===== src/rtl/bsg_cache_nb_rmq_scheduler_if.sv =====
// Handshake bundle between the non-blocking cache miss pipeline, the read miss
// queue and the scheduler. The scheduler uses the slave modport; the
// environment driving it uses master.
interface bsg_cache_nb_rmq_scheduler_if #(
  parameter int unsigned mshr_els_p = 4,
  parameter int unsigned lg_mshr_lp = (mshr_els_p > 1) ? $clog2(mshr_els_p) : 1
);
  logic                  fill_done_v_i;
  logic [lg_mshr_lp-1:0] fill_done_id_i;
  logic [mshr_els_p-1:0] rmq_v_i;
  logic [mshr_els_p-1:0] rmq_ready_i;
  logic                  enq_v_i;
  logic [lg_mshr_lp-1:0] enq_id_i;
  logic                  enq_ready_o;
  logic                  rmq_v_o;
  logic                  rmq_write_not_read_o;
  logic [lg_mshr_lp-1:0] rmq_mshr_id_o;
  logic                  rmq_read_done_i;
  logic                  rmq_yumi_o;
  logic                  serve_v_o;
  logic [lg_mshr_lp-1:0] serve_id_o;
  logic                  serve_yumi_i;
  logic                  release_v_o;
  logic [lg_mshr_lp-1:0] release_id_o;
  logic [mshr_els_p-1:0] pending_o;
  logic                  busy_o;

  modport slave (
    input  fill_done_v_i, fill_done_id_i, rmq_v_i, rmq_ready_i, enq_v_i, enq_id_i,
    input  rmq_read_done_i, serve_yumi_i,
    output enq_ready_o, rmq_v_o, rmq_write_not_read_o, rmq_mshr_id_o, rmq_yumi_o,
    output serve_v_o, serve_id_o, release_v_o, release_id_o, pending_o, busy_o
  );

  modport master (
    output fill_done_v_i, fill_done_id_i, rmq_v_i, rmq_ready_i, enq_v_i, enq_id_i,
    output rmq_read_done_i, serve_yumi_i,
    input  enq_ready_o, rmq_v_o, rmq_write_not_read_o, rmq_mshr_id_o, rmq_yumi_o,
    input  serve_v_o, serve_id_o, release_v_o, release_id_o, pending_o, busy_o
  );
endinterface


===== src/rtl/bsg_cache_nb_rmq_scheduler.sv =====
// Read miss queue scheduler for the non-blocking cache. Arbitrates between
// appending new read misses to the queue and draining the queue of an MSHR
// whose block fill has completed, then signals when that MSHR may be freed.
// Optional starvation guard: define BSG_CACHE_NB_RMQ_STARVE_GUARD_EN.
module bsg_cache_nb_rmq_scheduler #(
  parameter int unsigned mshr_els_p     = 4,
  parameter int unsigned starve_limit_p = 8,
  localparam int unsigned lg_mshr_lp    = (mshr_els_p > 1) ? $clog2(mshr_els_p) : 1
) (
  input logic                         clk_i,
  input logic                         reset_n_i,
  bsg_cache_nb_rmq_scheduler_if.slave bus
);

  if (starve_limit_p < 1) begin : g_bad_limit
    $error("starve_limit_p must be at least 1");
  end

  typedef enum logic [0:0] {StIdle, StServe} state_e;

  state_e                r_state, w_state_d;
  logic [mshr_els_p-1:0] r_pending, w_pending_d;
  logic [lg_mshr_lp-1:0] r_ptr, w_ptr_d;
  logic [lg_mshr_lp-1:0] r_gid, w_gid_d;
  logic                  r_release_v;
  logic [lg_mshr_lp-1:0] r_release_id;

  logic                  w_any_pend;
  logic                  w_enq_eligible;
  logic                  w_serve_wins;
  logic                  w_starve_full;
  logic                  w_grant_found;
  logic [lg_mshr_lp-1:0] w_grant_id;
  logic [lg_mshr_lp-1:0] w_scan_idx;
  logic [lg_mshr_lp-1:0] w_ptr_next;
  logic                  w_grant_v;
  logic                  w_retire_v;
  logic [lg_mshr_lp-1:0] w_retire_id;
  logic                  w_enq_ready;
  logic                  w_rmq_v;
  logic                  w_wnr;
  logic [lg_mshr_lp-1:0] w_rmq_id;
  logic                  w_serve_v;
  logic [lg_mshr_lp-1:0] w_serve_id;
  logic                  w_yumi;

  assign w_any_pend = |r_pending;

  // An enqueue only competes with service when it could actually be accepted;
  // a held-off enqueue (target still pending) must not block the retirement
  // it is waiting for.
  assign w_enq_eligible = bus.enq_v_i & bus.rmq_ready_i[bus.enq_id_i]
                        & ~r_pending[bus.enq_id_i];
  assign w_serve_wins   = w_any_pend & (~w_enq_eligible | w_starve_full);

  // Round-robin pick: first pending MSHR at or after the pointer, wrapping.
  always_comb begin
    w_grant_found = 1'b0;
    w_grant_id    = '0;
    w_scan_idx    = '0;
    for (int unsigned k = 0; k < mshr_els_p; k++) begin
      w_scan_idx = lg_mshr_lp'((32'(r_ptr) + k) % mshr_els_p);
      if (!w_grant_found && r_pending[w_scan_idx]) begin
        w_grant_found = 1'b1;
        w_grant_id    = w_scan_idx;
      end
    end
    w_ptr_next = lg_mshr_lp'((32'(w_grant_id) + 32'd1) % mshr_els_p);
  end

  // Next state and queue/consumer control.
  always_comb begin
    w_state_d   = r_state;
    w_ptr_d     = r_ptr;
    w_gid_d     = r_gid;
    w_grant_v   = 1'b0;
    w_retire_v  = 1'b0;
    w_retire_id = '0;
    w_enq_ready = 1'b0;
    w_rmq_v     = 1'b0;
    w_wnr       = 1'b0;
    w_rmq_id    = '0;
    w_serve_v   = 1'b0;
    w_serve_id  = '0;
    w_yumi      = 1'b0;
    unique case (r_state)
      StIdle: begin
        w_rmq_id = bus.enq_id_i;
        if (w_serve_wins) begin
          w_grant_v = 1'b1;
          w_ptr_d   = w_ptr_next;
          w_rmq_id  = w_grant_id;
          if (bus.rmq_v_i[w_grant_id]) begin
            w_rmq_v   = 1'b1;
            w_gid_d   = w_grant_id;
            w_state_d = StServe;
          end else begin
            // Nothing queued for this MSHR: free it without touching the queue.
            w_retire_v  = 1'b1;
            w_retire_id = w_grant_id;
          end
        end else if (w_enq_eligible) begin
          w_enq_ready = 1'b1;
          w_rmq_v     = 1'b1;
          w_wnr       = 1'b1;
        end
      end
      StServe: begin
        w_serve_v  = 1'b1;
        w_serve_id = r_gid;
        w_yumi     = bus.serve_yumi_i;
        w_rmq_id   = r_gid;
        if (bus.rmq_read_done_i) begin
          w_retire_v  = 1'b1;
          w_retire_id = r_gid;
          w_state_d   = StIdle;
        end
      end
      default: w_state_d = StIdle;
    endcase
  end

  // Pending mask: a new fill completion beats a same-cycle retirement.
  always_comb begin
    w_pending_d = r_pending;
    if (w_retire_v) w_pending_d[w_retire_id] = 1'b0;
    if (bus.fill_done_v_i) w_pending_d[bus.fill_done_id_i] = 1'b1;
  end

  // State registers.
  always_ff @(posedge clk_i or negedge reset_n_i) begin
    if (!reset_n_i) begin
      r_state      <= StIdle;
      r_pending    <= '0;
      r_ptr        <= '0;
      r_gid        <= '0;
      r_release_v  <= 1'b0;
      r_release_id <= '0;
    end else begin
      r_state      <= w_state_d;
      r_pending    <= w_pending_d;
      r_ptr        <= w_ptr_d;
      r_gid        <= w_gid_d;
      r_release_v  <= w_retire_v;
      r_release_id <= w_retire_id;
    end
  end

`ifdef BSG_CACHE_NB_RMQ_STARVE_GUARD_EN
  localparam int unsigned cnt_w_lp = $clog2(starve_limit_p + 1);

  logic [cnt_w_lp-1:0] r_starve_cnt, w_starve_cnt_d;

  assign w_starve_full = (r_starve_cnt == cnt_w_lp'(starve_limit_p));

  // Count idle cycles where an enqueue beat waiting service; any grant clears.
  always_comb begin
    w_starve_cnt_d = r_starve_cnt;
    if (w_grant_v || w_retire_v) begin
      w_starve_cnt_d = '0;
    end else if (r_state == StIdle && w_any_pend && w_enq_eligible && !w_starve_full) begin
      w_starve_cnt_d = r_starve_cnt + cnt_w_lp'(1);
    end
  end

  // Starvation counter register.
  always_ff @(posedge clk_i or negedge reset_n_i) begin
    if (!reset_n_i) r_starve_cnt <= '0;
    else            r_starve_cnt <= w_starve_cnt_d;
  end
`else
  assign w_starve_full = 1'b0;
`endif

  // Combinational outputs are forced low while reset is held.
  assign bus.enq_ready_o          = reset_n_i & w_enq_ready;
  assign bus.rmq_v_o              = reset_n_i & w_rmq_v;
  assign bus.rmq_write_not_read_o = reset_n_i & w_wnr;
  assign bus.rmq_mshr_id_o        = reset_n_i ? w_rmq_id : '0;
  assign bus.rmq_yumi_o           = reset_n_i & w_yumi;
  assign bus.serve_v_o            = reset_n_i & w_serve_v;
  assign bus.serve_id_o           = reset_n_i ? w_serve_id : '0;
  assign bus.release_v_o          = r_release_v;
  assign bus.release_id_o         = r_release_id;
  assign bus.pending_o            = r_pending;
  assign bus.busy_o               = (r_state == StServe);

endmodule


===== src/flat_wrapper.sv =====
// flat-port wrapper written by rule: the top's interface ports become plain ports
module bsg_cache_nb_rmq_scheduler_flat 
#(
  parameter int unsigned mshr_els_p     = 4,
  parameter int unsigned starve_limit_p = 8,
  localparam int unsigned lg_mshr_lp    = (mshr_els_p > 1) ? $clog2(mshr_els_p) : 1
)
  (clk_i, reset_n_i, bus_fill_done_v_i, bus_fill_done_id_i, bus_rmq_v_i, bus_rmq_ready_i, bus_enq_v_i, bus_enq_id_i, bus_rmq_read_done_i, bus_serve_yumi_i, bus_enq_ready_o, bus_rmq_v_o, bus_rmq_write_not_read_o, bus_rmq_mshr_id_o, bus_rmq_yumi_o, bus_serve_v_o, bus_serve_id_o, bus_release_v_o, bus_release_id_o, bus_pending_o, bus_busy_o);
  bsg_cache_nb_rmq_scheduler_if #(.mshr_els_p(mshr_els_p)) bus_i ();
  input logic clk_i;
  input logic reset_n_i;
  input wire logic [$bits(bus_i.fill_done_v_i)-1:0] bus_fill_done_v_i;
  input wire logic [$bits(bus_i.fill_done_id_i)-1:0] bus_fill_done_id_i;
  input wire logic [$bits(bus_i.rmq_v_i)-1:0] bus_rmq_v_i;
  input wire logic [$bits(bus_i.rmq_ready_i)-1:0] bus_rmq_ready_i;
  input wire logic [$bits(bus_i.enq_v_i)-1:0] bus_enq_v_i;
  input wire logic [$bits(bus_i.enq_id_i)-1:0] bus_enq_id_i;
  input wire logic [$bits(bus_i.rmq_read_done_i)-1:0] bus_rmq_read_done_i;
  input wire logic [$bits(bus_i.serve_yumi_i)-1:0] bus_serve_yumi_i;
  output wire logic [$bits(bus_i.enq_ready_o)-1:0] bus_enq_ready_o;
  output wire logic [$bits(bus_i.rmq_v_o)-1:0] bus_rmq_v_o;
  output wire logic [$bits(bus_i.rmq_write_not_read_o)-1:0] bus_rmq_write_not_read_o;
  output wire logic [$bits(bus_i.rmq_mshr_id_o)-1:0] bus_rmq_mshr_id_o;
  output wire logic [$bits(bus_i.rmq_yumi_o)-1:0] bus_rmq_yumi_o;
  output wire logic [$bits(bus_i.serve_v_o)-1:0] bus_serve_v_o;
  output wire logic [$bits(bus_i.serve_id_o)-1:0] bus_serve_id_o;
  output wire logic [$bits(bus_i.release_v_o)-1:0] bus_release_v_o;
  output wire logic [$bits(bus_i.release_id_o)-1:0] bus_release_id_o;
  output wire logic [$bits(bus_i.pending_o)-1:0] bus_pending_o;
  output wire logic [$bits(bus_i.busy_o)-1:0] bus_busy_o;
  assign bus_i.fill_done_v_i = bus_fill_done_v_i;
  assign bus_i.fill_done_id_i = bus_fill_done_id_i;
  assign bus_i.rmq_v_i = bus_rmq_v_i;
  assign bus_i.rmq_ready_i = bus_rmq_ready_i;
  assign bus_i.enq_v_i = bus_enq_v_i;
  assign bus_i.enq_id_i = bus_enq_id_i;
  assign bus_i.rmq_read_done_i = bus_rmq_read_done_i;
  assign bus_i.serve_yumi_i = bus_serve_yumi_i;
  assign bus_enq_ready_o = bus_i.enq_ready_o;
  assign bus_rmq_v_o = bus_i.rmq_v_o;
  assign bus_rmq_write_not_read_o = bus_i.rmq_write_not_read_o;
  assign bus_rmq_mshr_id_o = bus_i.rmq_mshr_id_o;
  assign bus_rmq_yumi_o = bus_i.rmq_yumi_o;
  assign bus_serve_v_o = bus_i.serve_v_o;
  assign bus_serve_id_o = bus_i.serve_id_o;
  assign bus_release_v_o = bus_i.release_v_o;
  assign bus_release_id_o = bus_i.release_id_o;
  assign bus_pending_o = bus_i.pending_o;
  assign bus_busy_o = bus_i.busy_o;
  bsg_cache_nb_rmq_scheduler #(.mshr_els_p(mshr_els_p), .starve_limit_p(starve_limit_p)) u_core (.clk_i(clk_i), .reset_n_i(reset_n_i), .bus(bus_i));
endmodule

===== config.mk =====
export PLATFORM = sky130hd
export DESIGN_NAME = bsg_cache_nb_rmq_scheduler_flat
export DESIGN_NICKNAME = d
export VERILOG_FILES = /design/src/rtl/bsg_cache_nb_rmq_scheduler_if.sv /design/src/rtl/bsg_cache_nb_rmq_scheduler.sv /design/src/flat_wrapper.sv
export SDC_FILE = /design/constraint.sdc
export NUM_CORES = 1
export LEC_CHECK = 0
export CORE_MARGIN = 2
export CORE_UTILIZATION = 50
export DETAILED_ROUTE_END_ITERATION = 6
export DONT_BUFFER_PORTS = 1
export GPL_ROUTABILITY_DRIVEN = 0
export PLACE_DENSITY = 0.68
export SLEW_MARGIN = 20
export SYNTH_ARGS = -nofsm -noshare
export SYNTH_HDL_FRONTEND = slang
export SYNTH_SLANG_ARGS = --single-unit

===== constraint.sdc =====
create_clock -name clk_i -period 2.3 [get_ports clk_i]
set_input_delay 0.23 -clock clk_i [delete_from_list [all_inputs] [get_ports clk_i]]
set_output_delay 0.23 -clock clk_i [all_outputs]
set_load 0.02 [all_outputs]

==> results.md, run 1 <==
* Status: complete, but fails checks
* Violations in the final reports: setup timing
* Post-synth cell types at 38
* Crit. End Element: output port
* Main flop type after synthesis: dfrtp_1
* Hold/Removal Path Class: in2reg
* Synth top area cells: dfrtp_1 36%, mux4_2 5.4%, o211ai_1 5.4%
* Unrepaired setup endpoints after global routing: true
* Met1 wire length at 909 um
* Post-synthesis cell area at 827 sq um
* Internal power at 0.916 mW
* Die X at 44.7 um
* Finished Cell Area at 0.00103 sq mm
* Iter 0 DRT Violations at 21
* WL met2 at 1210 um
* Worst Setup SP: u_core.bus.pending_o[2]$_DFF_PN0_
* CP Capture Point: bus_rmq_v_o
* CORE AREA at 0.00152 sq mm
* Sw frac at 46.4%
* Post-synth top area cell: dfrtp_1
* Gate power share at 62.7%
* Initial Util at 54.3%
* ANT cells at 0
* Setup slack, reg-to-reg at 0 ps
* Ratio of final minimum period to clock period at 103%
* Peak supply drop at 904 uV
* Sw Pwr at 0.793 mW
* Worst Setup Start Kind: flop
* DRC at 0
* Net Count, Synth at 105
* Worst slew margin at 62.9%
* Clock network power share at 9.9%
* Num CTS Buffers at 3
* Worst R2R Start: u_core.bus.pending_o[2]$_DFF_PN0_
* CTS root buf: clkbuf_4
* DP HPWL at 1610 um
* Hold WS at 51.5 ps
* Number of global-route vias before repair at 769
* R2R Path End: u_core.r_gid[0]$_DFFE_PN0P_
* Leakage power at 0.456 nW
* Final #Nets at 123
* EDFF count, synth at 0
* Total grt overflow at 0
* WL/cell at 18.7 um
* Syn Area/Cell at 9.51 sq um
* Worst-path clk slew at 80 ps
* Fraction of registers with async set/reset at 100%
* R2r worst-path depth at 7
* DR top layer: met4
* Seq pwr share at 27.5%
* I/O Pins at 35
* Synthesized flop and latch total at 12
* Share of cells above drive strength 1 at 34.6%
* Tmin final at 2370 ps
* Setup WS post-layout at -73.4 ps
* Routed Antenna Nets at 0
* DRT Wirelength at 2250 um
* Routed vias/inst at 6.65
* Final hold violation count at 0
* Placed Area at 897 sq um
* Most frequent cells in the layout: 13 x buf_4, 11 x dfrtp_1, 7 x nand2_1
* Routed wire length on met3 at 115 um
* Area growth syn-to-layout at 25.0%
* CP required at 2070 ps
* Area of the die at 0.00200 sq mm
* Synth warn at 0
* Worst slack at placement at 123 ps
* Commonest non-fill, non-tap cell in the layout: buf_4
* GRT Util Overall at 22.8%
* Crit Path Class: reg2out
* Final setup fails at 3
* Highest Clock Rate at 421 MHz
* DRT Pass-1 Iters at 4
* Final Skew at 2.49 ps
* Syn Inst Count at 87
* Row cnt at 14
* Arrival time at the worst endpoint at 2140 ps
* Largest net degree at the start of global routing at 13
* # clock sinks at 12
* Antenna violations before repair at 0
* Sequential area share after synthesis at 36.3%
* Global-route wire length before repair at 3310 um
* Latest clock arrival within the worst-skew pair at 270 ps
* # H-tree levels at 1
* Max Root-Sink Buffers at 2
* Slew Limit Fails at 0
* Least-Margin Pin Slew at 555 ps
* Pwr dens at 1650 mW/mm^2
* Worst-path fanout max at 4
* Via count at 798
* Fill cells at 124
* Max cap viols at 0
* Share of the synthesized area in the top cell type at 36.3%
* Die Span Y at 44.7 um
* TritonCTS clock tree: built
* Buffers on Ports at 0
* Worst hold path depth at 1
## routing by layer
metal,global-route usage [%],vias to the layer above
met5,0,-
met4,4.85,0
met3,5.71,2
met2,41.7,28
met1,26.4,409
li1,-,359
## critical path, cell delays in order, from the launching register on
cell,delay (ps)
dfrtp_1,430
inv_2,70
a222oi_1,320
o211a_2,260
mux4_2,530
a31o_4,260
## flip-flops by register name, indices dropped and copies added (netlist names)
name / cells
u_core.bus.pending_o: 4
u_core.r_gid: 2
u_core.bus.busy_o: 1
u_core.r_ptr: 2
u_core.bus.release_v_o: 1
u_core.bus.release_id_o: 2
## power groups by stage
stage / clock (mW) / sequential, mW / combinational, mW
floorplan: 0 / 0.476 / 0.630
global placement: 0 / 0.462 / 0.849
detailed placement: 0 / 0.465 / 0.863
CTS: 0.169 / 0.462 / 0.934
global route: 0.179 / 0.479 / 1.14
finish: 0.168 / 0.470 / 1.07
## worst min-delay path by stage
| stage | startpoint | endpoint |
|---|---|---|
| finish | bus_rmq_read_done_i | u_core.bus.busy_o$_DFF_PN0_ |
| global route | bus_rmq_read_done_i | u_core.bus.busy_o$_DFF_PN0_ |
| CTS | bus_rmq_read_done_i | u_core.bus.busy_o$_DFF_PN0_ |
| detailed placement | reset_n_i | u_core.bus.busy_o$_DFF_PN0_ |
| global placement | reset_n_i | u_core.r_gid[0]$_DFFE_PN0P_ |
| floorplan | reset_n_i | u_core.bus.busy_o$_DFF_PN0_ |
## layout make-up
class / instances / area, sq um / share of cell area (%)
clock buffers: 4 / 36.3 / 3.51
inverters: 7 / 26.3 / 2.54
multi-input cells: 66 / 531 / 51.3
flip-flops and latches: 12 / 302 / 29.2
well taps: 16 / 20.0 / 1.94
repair buffers: 15 / 119 / 11.5
## logic make-up after synthesis
kind of cell / after synthesis / synth area share (%)
AOI/OAI and AO/OA: 25 / 23.3
buffers and inverters: 9 / 4.54
and+or+nand+nor: 33 / 22.8
DFF: 12 / 36.3
muxes: 7 / 12.0
xor gates and xnor gates: 1 / 1.06
## cell usage after synthesis (2+ instances only)
| cell type | count |
|---|---|
| a21oi_1 | 2 |
| and3_1 | 4 |
| dfrtp_1 | 12 |
| inv_1 | 6 |
| mux2_1 | 2 |
| mux2i_1 | 2 |
| mux4_2 | 2 |
| nand2_1 | 7 |
| nand2_2 | 2 |
| nand3_1 | 4 |
| nor2_1 | 3 |
| nor2b_1 | 4 |
| o211ai_1 | 6 |
| o21a_1 | 2 |
| o21ai_0 | 5 |
| o221ai_1 | 2 |
## metrics by stage
step                      instances  setup TNS, ps  power [mW]  util [%]
after CTS                       116           -119        1.56      63.8
after detailed placement        109              0        1.33      58.9
after floorplan                  87              0        1.11         -
after global placement          109              0        1.31      58.9
after global routing            120           -711        1.80      67.8
final                           120          -89.8        1.71      67.8
## timing repair
| action | 4_1_cts | 5_1_grt |
|---|---|---|
| endpoints found under the hold margin | 12 | 0 |
| resized for setup | 4 | 5 |
| setup buffers | 2 | 4 |
| pin swaps | 3 | 6 |
| setup endpoints to repair | 3 | 8 |
| hold buffers | 1 | 0 |
(Power assumes the default switching activity.)
==> run 2: changes to the inputs <==
==> constraint.sdc (replaced) <==
create_clock -name clk_i -period 2.3 [get_ports clk_i]
set_input_delay 0.115 -clock clk_i [delete_from_list [all_inputs] [get_ports clk_i]]
set_output_delay 0.115 -clock clk_i [all_outputs]
set_load 0.02 [all_outputs]
==> run 2 against run 1 <==
Against the previous run: the flow now finishes without violations; combinational power is essentially flat; fmax grew 3.7%; design area is 0.97% higher.
==> results.md, run 2 (synthesis results as in run 1) <==
* Routed Antenna Nets at 0 (unchanged)
* Final hold violation count at 0 (unchanged)
* Placed Area at 905 sq um (was 897 sq um)
* Sequential Area at 303 sq um (was 302 sq um)
* Row cnt at 14 (unchanged)
* Area of the die at 0.00200 sq mm (unchanged)
* Arrival time at the worst endpoint at 2170 ps (was 2140 ps)
* Total grt overflow at 0 (unchanged)
* Max cap viols at 0 (unchanged)
* R2R Path End: u_core.r_gid[1]$_DFFE_PN0P_ (was u_core.r_gid[0]$_DFFE_PN0P_)
* Setup slack, reg-to-reg at 20 ps (was 0 ps)
* Max Root-Sink Buffers at 2 (unchanged)
* Number of global-route vias before repair at 700 (was 769)
* DRC at 0 (unchanged)
* Global-route wire length before repair at 3290 um (was 3310 um)
* Worst hold path depth at 2 (was 1)
* Fill cells at 132 (was 124)
* Crit. End Element: output port (unchanged)
* Iter 0 DRT Violations at 20 (was 21)
* Die X at 44.7 um (unchanged)
* Hold/Removal Path Class: in2reg (unchanged)
* Highest Clock Rate at 437 MHz (was 421 MHz)
* Crit Path Class: reg2out (unchanged)
* Worst-path clk slew at 80 ps (about the same)
* Via count at 763 (was 798)
* WL/cell at 17.7 um (was 18.7 um)
* CORE AREA at 0.00152 sq mm (unchanged)
* Largest net degree at the start of global routing at 13 (unchanged)
* Worst Setup Start Kind: flop (unchanged)
* TritonCTS clock tree: built (unchanged)
* Num CTS Buffers at 3 (unchanged)
* Pwr dens at 1630 mW/mm^2 (was 1650 mW/mm^2)
* Commonest non-fill, non-tap cell in the layout: buf_4 (unchanged)
* Tmin final at 2290 ps (was 2370 ps)
* DRT Wirelength at 2140 um (was 2250 um)
* Final core utilization at 68.5% (was 67.8%)
* Area growth syn-to-layout at 26.2% (was 25.0%)
* # clock sinks at 12 (unchanged)
* Status: finished clean (was complete, but fails checks)
* Worst-path fanout max at 4 (unchanged)
* # H-tree levels at 1 (unchanged)
* GRT Util Overall at 23.2% (was 22.8%)
* Routed vias/inst at 6.31 (was 6.65)
* Die Span Y at 44.7 um (unchanged)
* Unrepaired setup endpoints after global routing: true (unchanged)
* Worst Hold End: u_core.bus.pending_o[1]$_DFF_PN0_ (was u_core.bus.busy_o$_DFF_PN0_)
* Initial Util at 54.3% (unchanged)
* Worst Hold Launch: bus_fill_done_id_i[0] (was bus_rmq_read_done_i)
* Finished Cell Area at 0.00104 sq mm (was 0.00103 sq mm)
* Final #Nets at 124 (was 123)
* Most frequent cells in the layout: 12 x buf_4, 10 x dfrtp_1, 7 x nand2_1 (was 13 x buf_4, 11 x dfrtp_1, 7 x nand2_1)
* Slew Limit Fails at 0 (unchanged)
* Buffers on Ports at 0 (unchanged)
* CTS root buf: clkbuf_4 (unchanged)
* Final setup fails at 0 (was 3)
* Least-Margin Pin Slew at 528 ps (was 555 ps)
* Leakage power at 0.474 nW (was 0.456 nW)
* Peak supply drop at 801 uV (was 904 uV)
* Worst slew margin at 64.7% (was 62.9%)
* I/O Pins at 35 (unchanged)
* Latest clock arrival within the worst-skew pair at 270 ps (about the same)
* Share of cells above drive strength 1 at 34.3% (was 34.6%)
* Worst R2R Start: u_core.bus.pending_o[2]$_DFF_PN0_ (unchanged)
* CP required at 2180 ps (was 2070 ps)
* Ratio of final minimum period to clock period at 99.6% (was 103%)
* DP HPWL at 1600 um (was 1610 um)
* Antenna violations before repair at 0 (unchanged)
* Area of the multi-input gates at 527 sq um (was 531 sq um)
* ANT cells at 0 (unchanged)
* R2r worst-path depth at 7 (unchanged)
* Tot Pwr at 1.70 mW (was 1.71 mW)
* Max FFs per register at 4 (unchanged)
* DRT Pass-1 Iters at 4 (unchanged)
* Final Skew at 0.479 ps (was 2.49 ps)
## run 2: per-layer routing
| layer | vias up | GRT usage [%] | wire length (um) |
|---|---|---|---|
| li1 | 360 | - | - |
| met1 | 372 | 31.6 | 932 |
| met2 | 29 | 36.2 | 1070 |
| met3 | 2 | 7.76 | 123 |
| met4 | 0 | 4.24 | 16 |
| met5 | - | 0 | 0 |
## run 2: worst max-delay path, stage by stage (launching register included)
cell and delay [ps]:
dfrtp_1 410, inv_2 60, a222oi_1 340, o211a_2 280
mux4_2 540, a31o_4 270
## run 2: final cells by class
type / instances / area share (%)
Multi-Input combinational cell: 66 / 50.5
Sequential cell: 12 / 29.0
Timing Repair Buffer: 16 / 12.6
Clock buffer: 4 / 3.48
Inverter: 7 / 2.52
Tap cell: 16 / 1.92
## run 2: what timing repair did
action                                  CTS  global route
endpoints found under the hold margin    14             0
gates resized for setup                   1             9
pin swaps                                 1             8
setup buffers                             1             3
endpoints found under the setup margin    2             7
hold buffers                              3             0
## run 2: through the flow
step	setup slack, ps	hold slack, ps	setup TNS [ps]	instances
after detailed placement	109	-180	0	110
after global routing	-120	19.8	-740	121
final	10.3	17.3	0	121
after CTS	4.41	22.5	0	118
after floorplan	30.1	-181	0	87
after global placement	192	-180	0	110
## run 2: how the worst max path moves through the flow
stage	to	slack, ps	cells past startpoint	start
2_1_floorplan	u_core.r_gid[0]$_DFFE_PN0P_	30	6	u_core.bus.pending_o[2]$_DFF_PN0_
3_5_place_dp	u_core.r_gid[1]$_DFFE_PN0P_	110	6	u_core.bus.pending_o[2]$_DFF_PN0_
6_report	bus_rmq_v_o	10	5	u_core.bus.pending_o[2]$_DFF_PN0_
3_3_place_gp	u_core.r_gid[1]$_DFFE_PN0P_	190	6	u_core.r_ptr[1]$_DFFE_PN0P_
4_1_cts	bus_rmq_v_o	4	5	u_core.bus.pending_o[2]$_DFF_PN0_
5_1_grt	u_core.bus.pending_o[0]$_DFF_PN0_	-120	7	u_core.bus.pending_o[2]$_DFF_PN0_
## run 2: where the power goes
group	switching (mW)	internal, mW
combinational	0.558	0.501
clock	0.0724	0.0963
sequential	0.162	0.314
total	0.792	0.911
==> run 3: changes to the inputs <==
- CORE_UTILIZATION: 50 -> 54
- PLACE_DENSITY: 0.68 -> 0.72
==> run 3 against run 2 <==
Against the previous run: via count down 3.4%; critical endpoint unchanged; highest routed layer is now met3; worst hold slack about the same; first-iteration DRC count down 5.0%; sequential share of layout area about the same.
==> results.md, run 3 (synthesis results as in run 1) <==
* Unrepaired setup endpoints after global routing: true (unchanged)
* Die Span Y at 43.1 um (was 44.7 um)
* Final Skew at 3.91 ps (was 0.479 ps)
* Worst slew margin at 64.9% (was 64.7%)
* CORE AREA at 0.00147 sq mm (was 0.00152 sq mm)
* Worst-path fanout max at 4 (unchanged)
* Gate power share at 61.9% (was 62.2%)
* Status: finished clean (unchanged)
* Max FFs per register at 4 (unchanged)
* Die X at 43.1 um (was 44.7 um)
* CP max-delay cell: mux4_2 (unchanged)
* Worst Hold End: u_core.bus.pending_o[3]$_DFF_PN0_ (was u_core.bus.pending_o[1]$_DFF_PN0_)
* Final #Nets at 123 (was 124)
* Iter 0 DRT Violations at 19 (was 20)
* Routed Antenna Nets at 0 (unchanged)
* Slew Limit Fails at 0 (unchanged)
* Worst-path clk slew at 70 ps (was 80 ps)
* Pwr dens at 1610 mW/mm^2 (was 1630 mW/mm^2)
* Worst Setup Start Kind: flop (unchanged)
* Clock network power share at 9.9% (about the same)
* R2R Path End: u_core.r_gid[1]$_DFFE_PN0P_ (unchanged)
* Sw frac at 46.2% (was 46.5%)
* Buffers on Ports at 0 (unchanged)
* Least-Margin Pin Slew at 524 ps (was 528 ps)
* Num CTS Buffers at 3 (unchanged)
* Final hold violation count at 0 (unchanged)
* Crit Path Class: reg2out (unchanged)
* Leakage power at 0.460 nW (was 0.474 nW)
* Global-route wire length before repair at 3270 um (was 3290 um)
* Crit. End Element: output port (unchanged)
* Peak supply drop at 807 uV (was 801 uV)
* DRT Pass-1 Iters at 4 (unchanged)
* Max cap viols at 0 (unchanged)
* I/O Pins at 35 (unchanged)
* Latest clock arrival within the worst-skew pair at 270 ps (about the same)
* Total grt overflow at 0 (unchanged)
* Ratio of final minimum period to clock period at 99.8% (was 99.6%)
* Routed vias/inst at 6.14 (was 6.31)
* DRC at 0 (unchanged)
* Sw Pwr at 0.774 mW (was 0.792 mW)
* Setup slack, reg-to-reg at 20 ps (about the same)
* R2r worst-path depth at 7 (unchanged)
* Worst Hold Launch: bus_fill_done_id_i[1] (was bus_fill_done_id_i[0])
* TritonCTS clock tree: built (unchanged)
* Number of global-route vias before repair at 762 (was 700)
* Area of the die at 0.00186 sq mm (was 0.00200 sq mm)
* Arrival time at the worst endpoint at 2180 ps (was 2170 ps)
* # clock sinks at 12 (unchanged)
* Area growth syn-to-layout at 25.7% (was 26.2%)
* ANT cells at 0 (unchanged)
* Antenna violations before repair at 0 (unchanged)
* # H-tree levels at 1 (unchanged)
* Finished Cell Area at 0.00104 sq mm (about the same)
* Hold/Removal Path Class: in2reg (unchanged)
* Worst hold path depth at 2 (unchanged)
* WL/cell at 17.4 um (was 17.7 um)
* Largest net degree at the start of global routing at 13 (unchanged)
* Initial Util at 56.2% (was 54.3%)
* DP HPWL at 1550 um (was 1600 um)
* Internal power at 0.901 mW (was 0.911 mW)
* Fill cells at 119 (was 132)
* Row cnt at 14 (unchanged)
* Via count at 737 (was 763)
* Placed Area at 905 sq um (unchanged)
* DRT Wirelength at 2090 um (was 2140 um)
* Worst R2R Start: u_core.bus.pending_o[2]$_DFF_PN0_ (unchanged)
* GRT Util Overall at 23.6% (was 23.2%)
* Setup TNS at 0 ps (unchanged)
* Final setup fails at 0 (unchanged)
* CP required at 2180 ps (about the same)
* Worst-path cell chain: inv_2 > a222oi_1 > o211a_2 > mux4_2 > a31o_4 (unchanged)
* Tmin final at 2300 ps (was 2290 ps)
* Highest Clock Rate at 435 MHz (was 437 MHz)
* CTS root buf: clkbuf_4 (unchanged)
* Most frequent cells in the layout: 11 x buf_4, 11 x dfrtp_1, 7 x nand2_1 (was 12 x buf_4, 10 x dfrtp_1, 7 x nand2_1)
* Seq pwr share at 28.2% (was 27.9%)
* Hold WS at 17.4 ps (was 17.3 ps)
* Share of cells above drive strength 1 at 33.7% (was 34.3%)
* Max Root-Sink Buffers at 2 (unchanged)
* Crit-path max cell delay at 550 ps (was 540 ps)
## run 3: metrics by stage
stage,cells,power [mW],setup slack (ps),util (%)
after CTS,118,1.54,3.41,67.3
final,120,1.67,3.49,70.7
after global placement,110,1.31,190,61.5
after detailed placement,110,1.33,101,61.5
after global routing,120,1.78,-92.7,70.7
after floorplan,87,1.11,30.1,-
## run 3: what timing repair did
item                                    CTS  global route
pin swaps                                 1             9
gates resized for setup                   2             8
buffers inserted                          1             2
endpoints found under the hold margin    14             0
hold buffers                              3             0
gates cloned                              0             0
endpoints found under the setup margin    2             7
## run 3: how the worst max path moves through the flow
stage / depth (start not counted) / endpoint / slack (ps) / from
5_1_grt: 5 / bus_rmq_v_o / -90 / u_core.bus.pending_o[2]$_DFF_PN0_
2_1_floorplan: 6 / u_core.r_gid[0]$_DFFE_PN0P_ / 30 / u_core.bus.pending_o[2]$_DFF_PN0_
4_1_cts: 7 / u_core.r_gid[1]$_DFFE_PN0P_ / 3 / u_core.bus.pending_o[2]$_DFF_PN0_
3_5_place_dp: 6 / u_core.r_gid[1]$_DFFE_PN0P_ / 100 / u_core.bus.pending_o[2]$_DFF_PN0_
3_3_place_gp: 6 / u_core.r_gid[1]$_DFFE_PN0P_ / 190 / u_core.bus.pending_o[2]$_DFF_PN0_
6_report: 5 / bus_rmq_v_o / 3 / u_core.bus.pending_o[2]$_DFF_PN0_
## run 3: power groups by stage
stage	logic, mW	registers (mW)	clock network (mW)
finish	1.04	0.473	0.165
CTS	0.904	0.466	0.171
detailed placement	0.855	0.473	0
global route	1.12	0.486	0.179
floorplan	0.630	0.476	0
global placement	0.845	0.464	0
## run 3: per-layer routing
layer / part of all wire [%] / wire (um) / global-route usage, % / vias to the layer above
met5: 0 / 0 / 0 / -
met4: 0 / 0 / 4.24 / 0
met3: 5.5 / 115 / 6.81 / 0
met2: 53 / 1120 / 40.3 / 25
met1: 41 / 859 / 29.8 / 355
li1: - / - / - / 357
## run 3: layout make-up
type	instances	area (sq um)	area share (%)
repair buffers	15	124	11.9
flip-flops and latches	12	302	29.0
well taps	16	20.0	1.93
inverters	7	26.3	2.53
clock buffers	4	36.3	3.49
multi-input cells	66	532	51.1
## run 3: critical path: cells and delay by family (launching register included)
kind | cells | cell delay [ps]
buffers and inverters | 1 | 60
muxes | 1 | 550
AOI/OAI and AO/OA | 3 | 880
DFF | 1 | 430
